$ cat config.mk
export PLATFORM = sky130hd
export DESIGN_NAME = mem_arbitrator_rr
export DESIGN_NICKNAME = d
export VERILOG_FILES = /design/src/rtl/mem_arb_pkg.sv /design/src/rtl/rr_arbiter.sv /design/src/rtl/mem_arbitrator_rr.sv
export SDC_FILE = /design/constraint.sdc
export NUM_CORES = 1
export LEC_CHECK = 0
export CAP_MARGIN = 20
export CORE_ASPECT_RATIO = 0.6
export CORE_UTILIZATION = 49
export DETAILED_ROUTE_END_ITERATION = 10
export PLACE_DENSITY = 0.82
export SLEW_MARGIN = 20
export SYNTH_ARGS = -nofsm -noshare
export SYNTH_HDL_FRONTEND = slang
export SYNTH_HIERARCHICAL = 1
export SYNTH_SLANG_ARGS = --single-unit
$ cat constraint.sdc
create_clock -name clk -period 4.2 [get_ports clk]
set_clock_uncertainty 0.1 [all_clocks]
set_input_delay 1.05 -clock clk [delete_from_list [all_inputs] [get_ports clk]]
set_output_delay 1.05 -clock clk [all_outputs]
set_load 0.02 [all_outputs]
$ cat src/rtl/mem_arb_pkg.sv
// Shared types and helpers for the round-robin burst memory arbitrator.
package mem_arb_pkg;

  typedef enum logic [1:0] {
    IDLE       = 2'd0,
    BURST_XFER = 2'd1,
    DONE       = 2'd2
  } arb_state_e;

  function automatic int unsigned clog2(input int unsigned value);
    int unsigned r;
    r = 0;
    for (int unsigned i = 0; i < 32; i++) begin
      if ((64'd1 << i) < 64'(value)) r = i + 1;
    end
    return r;
  endfunction

endpackage

$ cat src/rtl/rr_arbiter.sv
// Combinational priority select: first asserted request at or after ptr, wrapping.
module rr_arbiter #(
  parameter int unsigned N  = 8,
  parameter int unsigned PW = 3
) (
  input  logic [N-1:0]  req,
  input  logic [PW-1:0] ptr,
  output logic [PW-1:0] grant,
  output logic          grant_valid
);

  logic [PW-1:0] idx;

  always_comb begin
    grant       = '0;
    grant_valid = 1'b0;
    idx         = '0;
    for (int unsigned i = 0; i < N; i++) begin
      idx = PW'((32'(ptr) + i) % N);
      if (!grant_valid && req[idx]) begin
        grant       = idx;
        grant_valid = 1'b1;
      end
    end
  end

endmodule

$ cat src/rtl/mem_arbitrator_rr.sv
// Burst mover between N_CH inbound/outbound FIFOs and per-channel circular RAM
// regions, with watermark-gated requests and round-robin over 2*N_CH requesters.
module mem_arbitrator_rr
  import mem_arb_pkg::*;
#(
  parameter int unsigned N_CH      = 4,
  parameter int unsigned DATA_W    = 16,
  parameter int unsigned REGION_AW = 10,
  parameter int unsigned FIFO_CW   = 11,
  parameter int unsigned BURST     = 16,
  parameter int unsigned MEM_AW    = 23
) (
  input  logic                            clk,
  input  logic                            reset,
  input  logic [N_CH-1:0]                 chan_enable,
  input  logic [N_CH-1:0]                 chan_clear,
  input  logic [N_CH*FIFO_CW-1:0]         in_count,
  input  logic [N_CH*DATA_W-1:0]          in_data,
  output logic [N_CH-1:0]                 in_rd,
  input  logic [N_CH*FIFO_CW-1:0]         out_space,
  output logic [DATA_W-1:0]               out_data,
  output logic [N_CH-1:0]                 out_wr,
  output logic [MEM_AW-1:0]               mem_addr,
  output logic [DATA_W-1:0]               mem_wdata,
  input  logic [DATA_W-1:0]               mem_rdata,
  output logic                            mem_req,
  output logic                            mem_we,
  input  logic                            mem_ack,
  output logic [N_CH*32-1:0]              wr_total,
  output logic [N_CH*32-1:0]              rd_total,
  output logic [N_CH*(REGION_AW+1)-1:0]   fill
);

  localparam int unsigned CH_W   = (clog2(N_CH) < 1) ? 1 : clog2(N_CH);
  localparam int unsigned N_REQ  = 2 * N_CH;
  localparam int unsigned GW     = clog2(N_REQ);
  localparam int unsigned CNT_W  = clog2(BURST) + 1;
  localparam int unsigned FILL_W = REGION_AW + 1;

  localparam logic [FIFO_CW-1:0] BURST_CNT  = FIFO_CW'(BURST);
  localparam logic [FILL_W-1:0]  BURST_FILL = FILL_W'(BURST);
  localparam logic [FILL_W-1:0]  WR_LIMIT   = FILL_W'((1 << REGION_AW) - BURST);
  localparam logic [CNT_W-1:0]   LAST_WORD  = CNT_W'(BURST - 1);

  arb_state_e       state_q, state_d;
  logic [GW-1:0]    grant_q, grant_d;
  logic [GW-1:0]    rr_ptr_q, rr_ptr_d;
  logic [CNT_W-1:0] cnt_q, cnt_d;

  logic [N_REQ-1:0] req;
  logic [GW-1:0]    arb_grant;
  logic             arb_valid;

  logic [CH_W-1:0]  cur_ch;
  logic             cur_we;
  logic             xfer;
  logic             xfer_ack;
  logic             done;

  logic [REGION_AW-1:0] wr_ptr_a [N_CH];
  logic [REGION_AW-1:0] rd_ptr_a [N_CH];

  // Even requester index = write, odd = read; channel is the index over two.
  assign cur_ch   = CH_W'(grant_q >> 1);
  assign cur_we   = ~grant_q[0];
  assign xfer     = (state_q == BURST_XFER);
  assign xfer_ack = xfer & mem_ack;
  assign done     = (state_q == DONE);

  rr_arbiter #(
    .N  (N_REQ),
    .PW (GW)
  ) u_rr_arbiter (
    .req         (req),
    .ptr         (rr_ptr_q),
    .grant       (arb_grant),
    .grant_valid (arb_valid)
  );

  always_comb begin
    state_d  = state_q;
    grant_d  = grant_q;
    rr_ptr_d = rr_ptr_q;
    cnt_d    = cnt_q;
    case (state_q)
      IDLE: begin
        if (arb_valid) begin
          grant_d = arb_grant;
          cnt_d   = '0;
          state_d = BURST_XFER;
        end
      end
      BURST_XFER: begin
        if (mem_ack) begin
          if (cnt_q == LAST_WORD) begin
            cnt_d   = '0;
            state_d = DONE;
          end else begin
            cnt_d = cnt_q + 1'b1;
          end
        end
      end
      DONE: begin
        rr_ptr_d = grant_q + 1'b1;
        state_d  = IDLE;
      end
      default: state_d = IDLE;
    endcase
  end

  always_ff @(posedge clk or negedge reset) begin
    if (!reset) begin
      state_q  <= IDLE;
      grant_q  <= '0;
      rr_ptr_q <= '0;
      cnt_q    <= '0;
    end else begin
      state_q  <= state_d;
      grant_q  <= grant_d;
      rr_ptr_q <= rr_ptr_d;
      cnt_q    <= cnt_d;
    end
  end

  for (genvar c = 0; c < N_CH; c++) begin : g_ch
    logic [REGION_AW-1:0] wr_ptr_q, wr_ptr_d;
    logic [REGION_AW-1:0] rd_ptr_q, rd_ptr_d;
    logic [FILL_W-1:0]    fill_q, fill_d;
    logic [31:0]          wr_tot_q, wr_tot_d;
    logic [31:0]          rd_tot_q, rd_tot_d;
    logic                 clr_pend_q, clr_pend_d;
    logic                 sel;

    assign sel = (state_q != IDLE) && (cur_ch == CH_W'(c));

    assign req[2*c]   = chan_enable[c] && (in_count[c*FIFO_CW +: FIFO_CW] >= BURST_CNT)
                        && (fill_q <= WR_LIMIT);
    assign req[2*c+1] = chan_enable[c] && (fill_q >= BURST_FILL)
                        && (out_space[c*FIFO_CW +: FIFO_CW] >= BURST_CNT);

    // A clear arriving while this channel owns the burst is held until DONE,
    // where it overrides the burst's own fill update.
    always_comb begin
      wr_ptr_d   = wr_ptr_q;
      rd_ptr_d   = rd_ptr_q;
      fill_d     = fill_q;
      wr_tot_d   = wr_tot_q;
      rd_tot_d   = rd_tot_q;
      clr_pend_d = clr_pend_q;
      if (sel && xfer_ack) begin
        if (cur_we) wr_ptr_d = wr_ptr_q + 1'b1;
        else        rd_ptr_d = rd_ptr_q + 1'b1;
      end
      if (sel && done) begin
        if (cur_we) begin
          fill_d   = fill_q + BURST_FILL;
          wr_tot_d = wr_tot_q + 32'(BURST);
        end else begin
          fill_d   = fill_q - BURST_FILL;
          rd_tot_d = rd_tot_q + 32'(BURST);
        end
        if (clr_pend_q || chan_clear[c]) begin
          wr_ptr_d = '0;
          rd_ptr_d = '0;
          fill_d   = '0;
        end
        clr_pend_d = 1'b0;
      end else if (chan_clear[c]) begin
        if (sel) begin
          clr_pend_d = 1'b1;
        end else begin
          wr_ptr_d = '0;
          rd_ptr_d = '0;
          fill_d   = '0;
        end
      end
    end

    always_ff @(posedge clk or negedge reset) begin
      if (!reset) begin
        wr_ptr_q   <= '0;
        rd_ptr_q   <= '0;
        fill_q     <= '0;
        wr_tot_q   <= '0;
        rd_tot_q   <= '0;
        clr_pend_q <= 1'b0;
      end else begin
        wr_ptr_q   <= wr_ptr_d;
        rd_ptr_q   <= rd_ptr_d;
        fill_q     <= fill_d;
        wr_tot_q   <= wr_tot_d;
        rd_tot_q   <= rd_tot_d;
        clr_pend_q <= clr_pend_d;
      end
    end

    assign wr_ptr_a[c]                    = wr_ptr_q;
    assign rd_ptr_a[c]                    = rd_ptr_q;
    assign fill[c*FILL_W +: FILL_W]       = fill_q;
    assign wr_total[c*32 +: 32]           = wr_tot_q;
    assign rd_total[c*32 +: 32]           = rd_tot_q;
  end

  assign mem_req = xfer;
  assign mem_we  = xfer & cur_we;

  always_comb begin
    mem_addr  = '0;
    mem_wdata = '0;
    out_data  = '0;
    in_rd     = '0;
    out_wr    = '0;
    if (xfer) begin
      mem_addr[REGION_AW-1:0]     = cur_we ? wr_ptr_a[cur_ch] : rd_ptr_a[cur_ch];
      mem_addr[REGION_AW +: CH_W] = cur_ch;
      if (cur_we) mem_wdata = in_data[cur_ch*DATA_W +: DATA_W];
      if (mem_ack) begin
        if (cur_we) begin
          in_rd[cur_ch] = 1'b1;
        end else begin
          out_wr[cur_ch] = 1'b1;
          out_data       = mem_rdata;
        end
      end
    end
  end

endmodule

Word-level counts from Yosys, hierarchy flattened
Index checks and enable logic that the tools add are counted.
{"block": "totals", "register_bits": 397, "inputBits": 179, "out_inout_bits": 365}
{"block": "op_classes", "n_addsub": 33, "order_cmp": 27, "n_eq_ne": 13, "shifts": 1, "mux": 141, "n_bitwise": 4, "n_reduce_logical": 78}
{"op": "10-bit two-way mux", "n": 53}
{"op": "32-bit by 5-bit adder with 32-bit output, second input constant", "n": 8}
{"op": "11-bit two-way mux", "n": 20}
{"op": "11-bit by 5-bit >= comparator with 1-bit output, second input constant", "n": 12}
{"op": "10-bit by 1-bit adder with 10-bit output, second input constant", "n": 8}
{"op": "16-bit two-way mux", "n": 5}
{"op": "64-bit by 7-bit indexed part select with 16-bit output", "n": 1}
{"op": "11-bit by 5-bit adder with 11-bit output, second input constant", "n": 4}
{"op": "11-bit by 10-bit <= comparator with 1-bit output, second input constant", "n": 4}
{"op": "11-bit by 5-bit subtractor with 11-bit output, second input constant", "n": 4}
{"op": "10-bit binary-select mux with 2-bit select", "n": 2}
{"op": "1-bit logical AND", "n": 36}
{"op": "2-bit AND reduction", "n": 17}
{"op": "3-bit by 4-bit < comparator with 1-bit output, second input constant", "n": 8}
{"op": "1-bit two-way mux", "n": 29}
{"op": "1-bit binary-select mux with 3-bit select", "n": 8}
{"op": "3-bit two-way mux", "n": 8}
{"op": "4-bit two-way mux", "n": 6}
{"op": "2-bit nonzero test", "n": 10}
{"op": "5-bit two-way mux", "n": 3}
{"op": "3-bit adder, second input constant", "n": 4}
{"op": "12-bit two-way mux", "n": 1}
{"op": "2-bit by 1-bit != test with 1-bit output, second input constant", "n": 5}
{"op": "5-bit case mux with 2 select lines", "n": 1}
{"op": "20 further kinds", "n": 40}

Depth between registers and ports, before layout
Gate-level depths: netlist of run 1.
{"block": "logic_depth", "word_depth": 29, "mapped_depth": 15, "mapped_depth_nobuf": 14}

By module
The synthesis of run 1 kept the hierarchy.
{"mod": "mem_arbitrator_rr", "n_inst": 1, "cells_each": 1844, "area_each_um2": 18850.6, "seq_area_each_um2": 8733.4}
{"mod": "rr_arbiter", "n_inst": 1, "cells_each": 121, "area_each_um2": 1081.0, "seq_area_each_um2": 0.0}

Worst setup path before layout of run 1
No wires, ideal clock.
{"block": "synth_timing", "path_type": "input-to-reg", "startpoint": "in in_count[42]", "endpoint": "reg cnt_q[2]", "t_arrival_ns": 4.099, "t_required_ns": 3.978, "setup_slack_ns": -0.120, "cell_stages": 13, "path_buffers": 0, "cell_sequence": "or4_1 > nor4_1 > a2111oi_0 > mux2i_1 > and3_2 > o41a_1 > o21ai_2 > nor3_2 > nand2_1 > nand2b_1 > a21oi_1 > o21ai_0 > a32o_1"}
{"block": "synth_via", "elab_chain_cells": 29, "word_cells_on_any_way": 43}
{"item": "from (decl)", "line": "mem_arbitrator_rr.sv:17", "text": "input logic [N_CH*FIFO_CW-1:0] in_count,"}
{"item": "11-bit by 5-bit >= comparator with 1-bit output (*)", "line": "mem_arbitrator_rr.sv:136", "text": "assign req[2*c] = chan_enable[c] && (in_count[c*FIFO_CW +: FIFO_CW] >= BURST_CNT)"}
{"item": "1-bit logical AND (*)", "line": "mem_arbitrator_rr.sv:136"}
{"item": "1-bit logical AND (*)", "line": "mem_arbitrator_rr.sv:137", "text": "&& (fill_q <= WR_LIMIT);"}
{"item": "net req[6]", "line": "mem_arbitrator_rr.sv:50", "text": "logic [N_REQ-1:0] req;"}
{"item": "1-bit binary-select mux with 3-bit select", "line": "rr_arbiter.sv:20", "text": "if (!grant_valid && req[idx]) begin"}
{"item": "1-bit two-way mux (implied by the code)", "line": "rr_arbiter.sv:20"}
{"item": "1-bit two-way mux", "line": "rr_arbiter.sv:20"}
{"item": "1-bit logical NOT", "line": "rr_arbiter.sv:20"}
{"item": "(+15 left out)"}
{"item": "1-bit logical AND", "line": "rr_arbiter.sv:20"}
{"item": "1-bit two-way mux", "line": "rr_arbiter.sv:20"}
{"item": "1-bit logical NOT", "line": "rr_arbiter.sv:20"}
{"item": "1-bit logical AND", "line": "rr_arbiter.sv:20"}
{"item": "1-bit two-way mux (*)", "line": "rr_arbiter.sv:20"}
{"item": "net arb_valid", "line": "mem_arbitrator_rr.sv:52", "text": "logic arb_valid;"}
{"item": "2-bit != test (no line) (*)"}
{"item": "3-bit AND reduction (no line) (*)"}
{"item": "to (signal assigned)", "line": "mem_arbitrator_rr.sv:121", "text": "cnt_q <= cnt_d;"}
{"item": "to (decl)", "line": "mem_arbitrator_rr.sv:48", "text": "logic [CNT_W-1:0] cnt_q, cnt_d;"}
Mark *: on every way through the listed nets, which the timed path passes. The rest lies on a longest branch. The select of a mux whose other input is x is not followed.
A chain may end at the register's enable or synchronous reset.

Final worst setup path of run 1
{"block": "layout_timing", "startpoint": "in mem_ack", "endpoint": "out in_rd[1]"}
{"block": "layout_via", "elab_chain_cells": 2}
{"item": "from (decl)", "line": "mem_arbitrator_rr.sv:28", "text": "input logic mem_ack,"}
{"item": "4-bit two-way mux", "line": "mem_arbitrator_rr.sv:217", "text": "if (mem_ack) begin"}
{"item": "4-bit two-way mux", "line": "mem_arbitrator_rr.sv:213", "text": "if (xfer) begin"}
{"item": "to (decl)", "line": "mem_arbitrator_rr.sv:19", "text": "output logic [N_CH-1:0] in_rd,"}
Every way passes these cells.

==> results.yml, run 1 <==
run:
  drv_cap: 0
worst_setup_path:
  cp_common_cell: "clkdlybuf4s50_1"
  reg2reg_depth: 14
  crit_family: "buffers and inverters"
  slowest_delay_ps: 640
  cp_num_buf_inv: 3
  endpoint_kind: "primary output"
  cp_max_fo: 6
  rr_endpoint: "cnt_q[0]"
  slowest_stage: "clkdlybuf4s50_1"
  r2r_slack_ps: 530
  worst_setup_path_start_kind: "input pin"
  crit_chain: "clkdlybuf4s50_1, and4bb_4, nand2_1, inv_1, clkdlybuf4s50_1"
  worstSetupPathType: "in2out"
  cp.arrival_ps: 2950
  worstPathRequired_ps: 3050
  rr_startpoint: "g_ch[1].fill_q[4]"
worst_hold_path:
  hold_start: "cnt_q[4]"
  hold_depth: 1
  min_path_type: "reg2reg"
  whs_endpoint: "state_q[1]"
placed_design:
  hpwl_um: 44400
  gp_congestion: 0.903
  placed_cells: 2933
  postPlaceCellArea_mm2: 0.0252
  port_buffers: 452
yosys:
  synthTopCellsByCount: "349 x dfrtp_1, 155 x xnor2_1, 138 x nor2_1"
  synth_top_area_cell: "dfrtp_1"
  async_reset_ff_share_pct: 100
  synth.top_cell.area_share_pct: 43.8
  synth.most_common_cell: "dfrtp_1"
  synth-edff-count: 0
  synth_cells: 1965
  synth-seq-cells: 349
  syn_area_mm2: 0.0199
  yosysSeqAreaShare_pct: 43.8
  avgSynthCellArea_um2: 10.1
  netlist_top_cells_area: "dfrtp_1 44%, xnor2_1 6.8%, xor2_1 5.3%"
  synth.distinct_cells: 81
  ys.flop_type: "dfrtp_1"
  ys_warn_count: 6
drt:
  avgViaCountPerCell: 5.80
  first_pass_iters: 7
  ant_nets: 0
  totalWireLength_um: 61000
  drt_iter0_markers: 1473
  post_drt_wl_per_cell_um: 20.3
  route.vias.total: 17406
  route.detailed.drc: 0
die:
  start_util_pct: 50.3
  io-pin-count: 544
  die_w_um: 262
  rows: 56
  die_h_um: 158
  die-area_mm2: 0.0415
  core_area_mm2: 0.0396
sta:
  finalSetupViolCount: 0
  hold_viol: 0
  max_freq_mhz: 244
  rsz0062_at_grt: "true"
  finalCritPeriodShare_pct: 97.7
  slew_violations: 0
  relSlewSlack_pct: 23.6
  tightest_slew_ps: 1140
  min_period_ps: 4100
layout:
  area_growth_pct: 33.4
  drive_gt1_share_pct: 9.88
  fin_area_mm2: 0.0266
  antennaDiodeCount: 0
  fin_cells: 3002
  final_nets: 2663
global_route:
  antenna_found_initial: 0
  grt-ovfl-total: 0
  grt_pass1_vias: 16810
  grt_pass1_wl_um: 95500
  grtUsageTotal_pct: 28.9
  grt_max_degree: 100
status:
  status: "finished clean"
power_and_ir_drop:
  powerDensity_mw_per_mm2: 398
  ir_drop_v: 0.000324
  power_mw: 10.6
  cellLeakagePower_nw: 11.3
clocking:
  clock-sinks: 349
  htree_levels: 2
  cts_tree: "done"
  numCtsBuffers: 36
  insertion_delay_ps: 530
  cts_buffer_depth: 3
  hold_buffers: 0
  clkTransAtPathRegs_ps: 60
  cts-root-buf: "clkbuf_16"
==> repair_timing <==
| item | in CTS | in global routing |
|---|---|---|
| resized for setup | 2 | 16 |
| setup endpoints to repair | 4 | 10 |
| buffers inserted | 2 | 1 |
==> worst register-to-register path, stage by stage (launching register included) <==
cell      delay, ps
dfrtp_1         460
ha_1            270
o311ai_0        580
a21oi_1         130
buf_4           210
mux4_2          490
mux2_4          280
or2_1           260
nor3_2          150
nand2_1          80
nand2b_1        150
a21oi_2         110
buf_4           170
nand2b_1         70
mux2i_1          60
==> placed cells by master, fill, tap and decap left out, types with 19 or more instances in the layout <==
cell type / n
nand4_1: 97
conb_1: 59
nor2_1: 136
inv_1: 64
xor2_1: 120
ha_1: 32
clkbuf_16: 38
xnor2_1: 155
nor3_1: 54
dfrtp_1: 346
nand2_1: 126
o21ai_0: 36
and4_1: 34
buf_4: 75
mux4_2: 45
and3_1: 36
mux2_2: 19
clkdlybuf4s50_1: 450
mux2i_1: 28
nand3_1: 108
or4_1: 19
or3_1: 23
nor4_1: 46
and2_1: 62
a21oi_1: 65
==> sequential cells by signal, indices dropped and copies added (netlist names) <==
name / flops
rr_ptr_q: 3
state_q: 2
g_ch.clr_pend_q: 4
cnt_q: 5
g_ch.wr_ptr_q: 40
g_ch.rd_tot_q: 112
grant_q: 3
g_ch.fill_q: 28
g_ch.wr_tot_q: 112
g_ch.rd_ptr_q: 40
==> worst max-delay path by stage <==
| stage | start | endpoint | slack [ps] | cells after the start |
|---|---|---|---|---|
| global route | out_space[9] | cnt_q[0] | -20 | 16 |
| finish | mem_ack | in_rd[1] | 100 | 5 |
| CTS | out_space[6] | cnt_q[1] | 0.4 | 16 |
| global placement | out_space[6] | cnt_q[0] | -470 | 17 |
| detailed placement | out_space[6] | grant_q[0] | -530 | 15 |
| floorplan | in_count[42] | cnt_q[2] | 90 | 13 |
==> cells by family after synthesis <==
| group | count (synthesis) | synth area share (%) |
|---|---|---|
| buffers and inverters | 206 | 5.24 |
| AO/OA/AOI/OAI | 183 | 5.73 |
| adder cells (fa/ha/maj) | 32 | 2.01 |
| AND/OR/NAND/NOR | 819 | 22.7 |
| XOR/XNOR | 275 | 12.1 |
| other | 1 | 0.0188 |
| flip-flops | 349 | 43.8 |
| multiplexers | 100 | 8.42 |
==> final cells by class <==
| cell class | instances | area (µm²) |
|---|---|---|
| Multi-Input combinational cell | 1468 | 10500 |
| Clock buffer | 56 | 1140 |
| Tap cell | 522 | 653 |
| Sequential cell | 349 | 8740 |
| Inverter | 65 | 244 |
| Clock inverter | 10 | 139 |
| Fill cell | 2932 | 13000 |
| Timing Repair Buffer | 532 | 5200 |
==> per-layer routing <==
| layer | track usage [%] | wire length, µm | vias to the layer above |
|---|---|---|---|
| li1 | - | - | 7943 |
| met1 | 41.7 | 26900 | 8647 |
| met2 | 44.6 | 27900 | 730 |
| met3 | 6.16 | 4950 | 86 |
| met4 | 6.75 | 1200 | 0 |
| met5 | 0 | 0 | - |
==> stage by stage <==
stage / util, % / worst slack [ps] / hold slack, ps / TNS, ps
final: 67.2 / 97.5 / 357 / 0
after global routing: 67.2 / -15.3 / 369 / -17.7
after CTS: 67.0 / 0.430 / 354 / 0
after detailed placement: 63.6 / -529 / 346 / -4040
after global placement: 63.6 / -472 / 343 / -3690
after floorplan: - / 93.6 / 321 / 0
==> where the power goes <==
| part | total, mW | switching (mW) | internal, mW | leakage (nW) |
|---|---|---|---|---|
| combinational | 3.42 | 1.89 | 1.53 | 5.82 |
| clock | 3.45 | 1.39 | 2.06 | 0.631 |
| sequential | 3.70 | 0.250 | 3.45 | 4.84 |
| total | 10.6 | 3.53 | 7.04 | 11.3 |
Power figures use the tool's default switching activity.
==> run 2, diff against run 1 <==
- CAP_MARGIN: 20 -> 5
- CORE_UTILIZATION: 49 -> 53
- PLACE_DENSITY: 0.82 -> 0.88
- REMOVE_ABC_BUFFERS: default -> 1
- clock period: 4.2 -> 5.05 ns (I/O delays scaled with it)
==> run 2 against run 1 <==
  * Power down 21%
  * Final cell count down 2.1%
  * Setup slack better by 120 ps
  * Global-route usage up 1.2 points
  * Routed wire length down 4.9%
  * First-iteration DRC count down 0.34%
  * Die area down 7.5%
  * Critical endpoint is now out_wr[0]
  * Largest power group unchanged
==> results.yml, run 2 (same netlist as run 1, synthesis figures left out) <==
sta:
  relSlewSlack_pct: 25.0
  max_freq_mhz: 207
  min_period_ps: 4830
  tns_ps: 0
  tightest_slew_ps: 1110
  finalSetupViolCount: 0
  hold_viol: 0
  finalCritPeriodShare_pct: 95.6
  rsz0062_at_grt: "false"
  slew_violations: 0
global_route:
  antenna_found_initial: 4
  grt_pass1_vias: 16794
  grt-ovfl-total: 0
  grt_pass1_wl_um: 92600
  grtUsageTotal_pct: 30.1
  grt_max_degree: 107
layout:
  final_common_cell: "clkdlybuf4s50_1"
  register_area_mm2: 0.00874
  fillers: 2537
  drive_gt1_share_pct: 7.60
  fin_cells: 2940
  mostFrequentLayoutCells: "451 x clkdlybuf4s50_1, 346 x dfrtp_1, 155 x xnor2_1"
  area_growth_pct: 30.6
  final_nets: 2620
  largestRegisters: "g_ch.rd_tot_q (112), g_ch.wr_tot_q (112)"
  final_util_pct: 71.0
  multi_input_area_mm2: 0.0104
worst_setup_path:
  worst_setup_path_start_kind: "input pin"
  crit_chain: "clkdlybuf4s50_1, and4b_1, nand2_1, inv_1, clkdlybuf4s50_1"
  endpoint_kind: "primary output"
  slowest_stage: "and4b_1"
  cp.arrival_ps: 3470
  worstPathRequired_ps: 3690
  worstSetupPathType: "in2out"
  slowest_delay_ps: 640
  cp_common_cell: "clkdlybuf4s50_1"
  cp_max_fo: 18
status:
  status: "finished clean"
drt:
  route.detailed.drc: 0
  drt_iter0_markers: 1468
  avgViaCountPerCell: 5.83
  ant_nets: 0
  totalWireLength_um: 58000
  route.vias.total: 17133
  first_pass_iters: 5
  post_drt_wl_per_cell_um: 19.7
clocking:
  hold_buffers: 0
  insertion_delay_ps: 530
  htree_levels: 2
  cts_buffer_depth: 3
  clkTransAtPathRegs_ps: 60
  cts_setup_buffers: 0
  cts_repair_resize_count: 0
  cts_tree: "done"
  clock-sinks: 349
  cts-root-buf: "clkbuf_16"
  numCtsBuffers: 35
die:
  die_w_um: 252
  die_h_um: 152
  io-pin-count: 544
  die-area_mm2: 0.0384
  core_area_mm2: 0.0367
  start_util_pct: 54.3
  rows: 54
run:
  drv_cap: 0
placed_design:
  placed_cells: 2876
  gp_congestion: 0.931
  port_buffers: 452
  hpwl_um: 42100
power_and_ir_drop:
  power_mw: 8.34
  ir_drop_v: 0.000302
  cellLeakagePower_nw: 11.0
  powerDensity_mw_per_mm2: 320
worst_hold_path:
  min_path_type: "reg2reg"
==> run 2: stage by stage <==
step	area, µm²	hold WS (ps)	setup WS [ps]
2_1_floorplan	19300	321	517
3_3_place_gp	24800	339	121
3_5_place_dp	24800	357	5.25
4_1_cts	26000	360	234
5_1_grt	26000	368	28.1
6_report	26000	360	222
==> run 2: final timing paths <==
path | slack, ps | to | cells past startpoint | start
worst min-delay path | 360 | state_q[1] | 1 | cnt_q[4]
worst max-delay path | 220 | out_wr[0] | 5 | mem_ack
worst min register to register | 360 | state_q[1] | 1 | cnt_q[4]
worst max register to register | 870 | cnt_q[2] | 11 | rr_ptr_q[0]
min in group asynchronous | 710 | g_ch[2].rd_tot_q[13] | 1 | reset
max in group asynchronous | 3080 | g_ch[1].rd_tot_q[22] | 2 | reset
==> run 2: cell type report <==
type	instances	area share, %
multi-input cells	1468	39.9
flip-flops and latches	349	33.6
repair buffers	490	18.6
clock buffers	52	4.08
well taps	504	2.42
inverters	65	0.937
clock inverters	11	0.471
diodes	1	0.00961
==> run 2: critical path, delay by kind of cell <==
kind	cells	cell delay, ps
buf+inv	3	1350
simple gates	2	840
==> run 2: power by group <==
| group | total [mW] | switching [mW] | internal [mW] |
|---|---|---|---|
| Sequential | 3.14 | 0.269 | 2.87 |
| Clock | 2.70 | 1.13 | 1.57 |
| Combinational | 2.51 | 1.39 | 1.11 |
==> run 2: metal layers <==
layer,GRT usage (%),part of all wire [%],vias to the layer above
met1,40.9,41,8419
li1,-,-,7844
met5,0,0.071,-
met3,7.79,8.9,108
met4,7.62,2.3,6
met2,48.2,47,756
==> run 3, diff against run 2 <==
--- a/config.mk
+++ b/config.mk
@@ -12,4 +12,5 @@
 export PLACE_DENSITY = 0.88
 export REMOVE_ABC_BUFFERS = 1
+export SETUP_SLACK_MARGIN = 0.2
 export SLEW_MARGIN = 20
 export SYNTH_ARGS = -nofsm -noshare
--- a/constraint.sdc
+++ b/constraint.sdc
@@ -3,3 +3,3 @@
 set_input_delay 1.2625 -clock clk [delete_from_list [all_inputs] [get_ports clk]]
 set_output_delay 1.2625 -clock clk [all_outputs]
-set_load 0.02 [all_outputs]
+set_load 0.01 [all_outputs]
==> run 3 against run 2 <==
  * First-iteration DRC count shrank 7.3%
  * Final cell count shrank 0.17%
  * Setup slack gained 240 ps
  * Register-to-register slack gained 20 ps
  * Power shrank 1.6%
  * Flip-flop and latch count is the same
  * Design area is essentially flat
  * Sequential power is essentially flat
  * Non-clock buffer count shrank 3
  * Hold slack gained 7.6 ps
  * Clock power is essentially flat
  * Die area is the same
==> results.yml, run 3 (same netlist as run 1, synthesis figures left out) <==
clocking:
  cts-root-buf: "clkbuf_16"
  cts_setup_buffers: 0
  cts_repair_resize_count: 0
  cts_buffer_depth: 3
  clock-sinks: 349
  hold_buffers: 0
  clkTransAtPathRegs_ps: 60
  numCtsBuffers: 36
  insertion_delay_ps: 540
  htree_levels: 2
  cts_tree: "done"
worst_hold_path:
  min_path_type: "reg2reg"
worst_setup_path:
  endpoint_kind: "primary output"
  cp.arrival_ps: 3220
  slowest_stage: "clkdlybuf4s50_1"
  worstSetupPathType: "in2out"
  crit_chain: "clkdlybuf4s50_1, nand4bb_1, nor2_1, clkdlybuf4s50_1"
  cp_max_fo: 6
  worst_setup_path_start_kind: "input pin"
  crit_family: "buffers and inverters"
  cp_num_buf_inv: 2
  slowest_delay_ps: 650
  worstPathRequired_ps: 3690
  cp_common_cell: "clkdlybuf4s50_1"
power_and_ir_drop:
  ir_drop_v: 0.000240
  powerDensity_mw_per_mm2: 315
  cellLeakagePower_nw: 11.0
drt:
  post_drt_wl_per_cell_um: 20.2
  avgViaCountPerCell: 5.94
  totalWireLength_um: 59200
  first_pass_iters: 5
  drt_iter0_markers: 1361
  route.vias.total: 17428
  ant_nets: 0
  route.detailed.drc: 0
layout:
  final_nets: 2618
  area_growth_pct: 30.5
  final_common_cell: "clkdlybuf4s50_1"
  largestRegisters: "g_ch.rd_tot_q (112), g_ch.wr_tot_q (112)"
  drive_gt1_share_pct: 7.49
  fillers: 2575
  fin_cells: 2935
  mostFrequentLayoutCells: "451 x clkdlybuf4s50_1, 346 x dfrtp_1, 155 x xnor2_1"
die:
  io-pin-count: 544
  die_h_um: 152
  die_w_um: 252
  die-area_mm2: 0.0384
  start_util_pct: 54.3
  core_area_mm2: 0.0367
  rows: 54
global_route:
  grt_pass1_vias: 17223
  met1_usage_pct: 41.1
  grt_max_degree: 97
  met3_usage_pct: 7.16
  grt-ovfl-total: 0
  grtUsageTotal_pct: 30.4
  busiest_layer: "met2"
  antenna_found_initial: 3
  grt_pass1_wl_um: 93600
  grt_use_met2_pct: 48.3
placed_design:
  gp_congestion: 0.938
  port_buffers: 452
  hpwl_um: 43100
  placed_cells: 2873
sta:
  relSlewSlack_pct: 27.8
  slew_violations: 0
  tightest_slew_ps: 1080
  finalCritPeriodShare_pct: 90.8
  tns_ps: 0
  finalSetupViolCount: 0
  max_freq_mhz: 218
  hold_viol: 0
  rsz0062_at_grt: "false"
  min_period_ps: 4590
run:
  drv_cap: 0
status:
  status: "finished clean"
run 3: final timing paths:
kind | start | to | slack [ps] | cells past startpoint
min reg2reg | cnt_q[4] | state_q[1] | 370 | 1
max in group asynchronous | reset | g_ch[1].fill_q[8] | 3120 | 2
min | cnt_q[4] | state_q[1] | 370 | 1
min in group asynchronous | reset | g_ch[2].rd_tot_q[17] | 600 | 1
max reg2reg | rr_ptr_q[0] | cnt_q[2] | 890 | 11
max | mem_ack | in_rd[2] | 460 | 4
run 3: power breakdown:
| group | leakage (nW) | switching (mW) | internal [mW] | total (mW) |
|---|---|---|---|---|
| combinational | 5.57 | 1.25 | 1.11 | 2.36 |
| clock | 0.579 | 1.14 | 1.55 | 2.69 |
| sequential | 4.84 | 0.285 | 2.87 | 3.16 |
| total | 11.0 | 2.67 | 5.53 | 8.21 |
run 3: per-layer routing:
metal / part of all wire [%] / wire length, µm / vias to the layer above
met2: 47 / 28000 / 830
met3: 8.8 / 5210 / 115
met5: 0.035 / 21 / -
met1: 41 / 24300 / 8652
li1: - / - / 7827
met4: 2.9 / 1700 / 4
run 3: metrics by stage:
step | utilization, % | setup slack [ps] | instance area (µm²) | hold WS [ps] | power (mW)
floorplan | - | 517 | 19300 | 321 | 4.45
global placement | 67.7 | 103 | 24800 | 355 | 5.46
detailed placement | 67.7 | -7.99 | 24800 | 355 | 5.53
CTS | 70.8 | 306 | 26000 | 371 | 8.23
global route | 70.9 | 276 | 26000 | 385 | 8.56
finish | 70.9 | 463 | 26000 | 367 | 8.21
run 3: worst register-to-register path, cell delays in order (launching register included):
cell      delay, ps
dfrtp_1         790
inv_2           270
ha_1            760
mux4_2          650
a21oi_1         210
o311a_1         240
o21ai_2         130
nor3_2          200
nand2_1          70
nand2b_1        140
a21oi_1         200
a32o_1          290
run 3: cell type report:
cell class / count / area [µm²] / area share (%)
tap: 504 / 631 / 2.42
antenna: 1 / 2.50 / 0.00962
multi-input combinational: 1468 / 10400 / 40.0
timing repair buffer: 487 / 4820 / 18.5
inverter: 65 / 244 / 0.938
clock inverter: 9 / 121 / 0.467
sequential: 349 / 8740 / 33.6
clock buffer: 52 / 1050 / 4.04
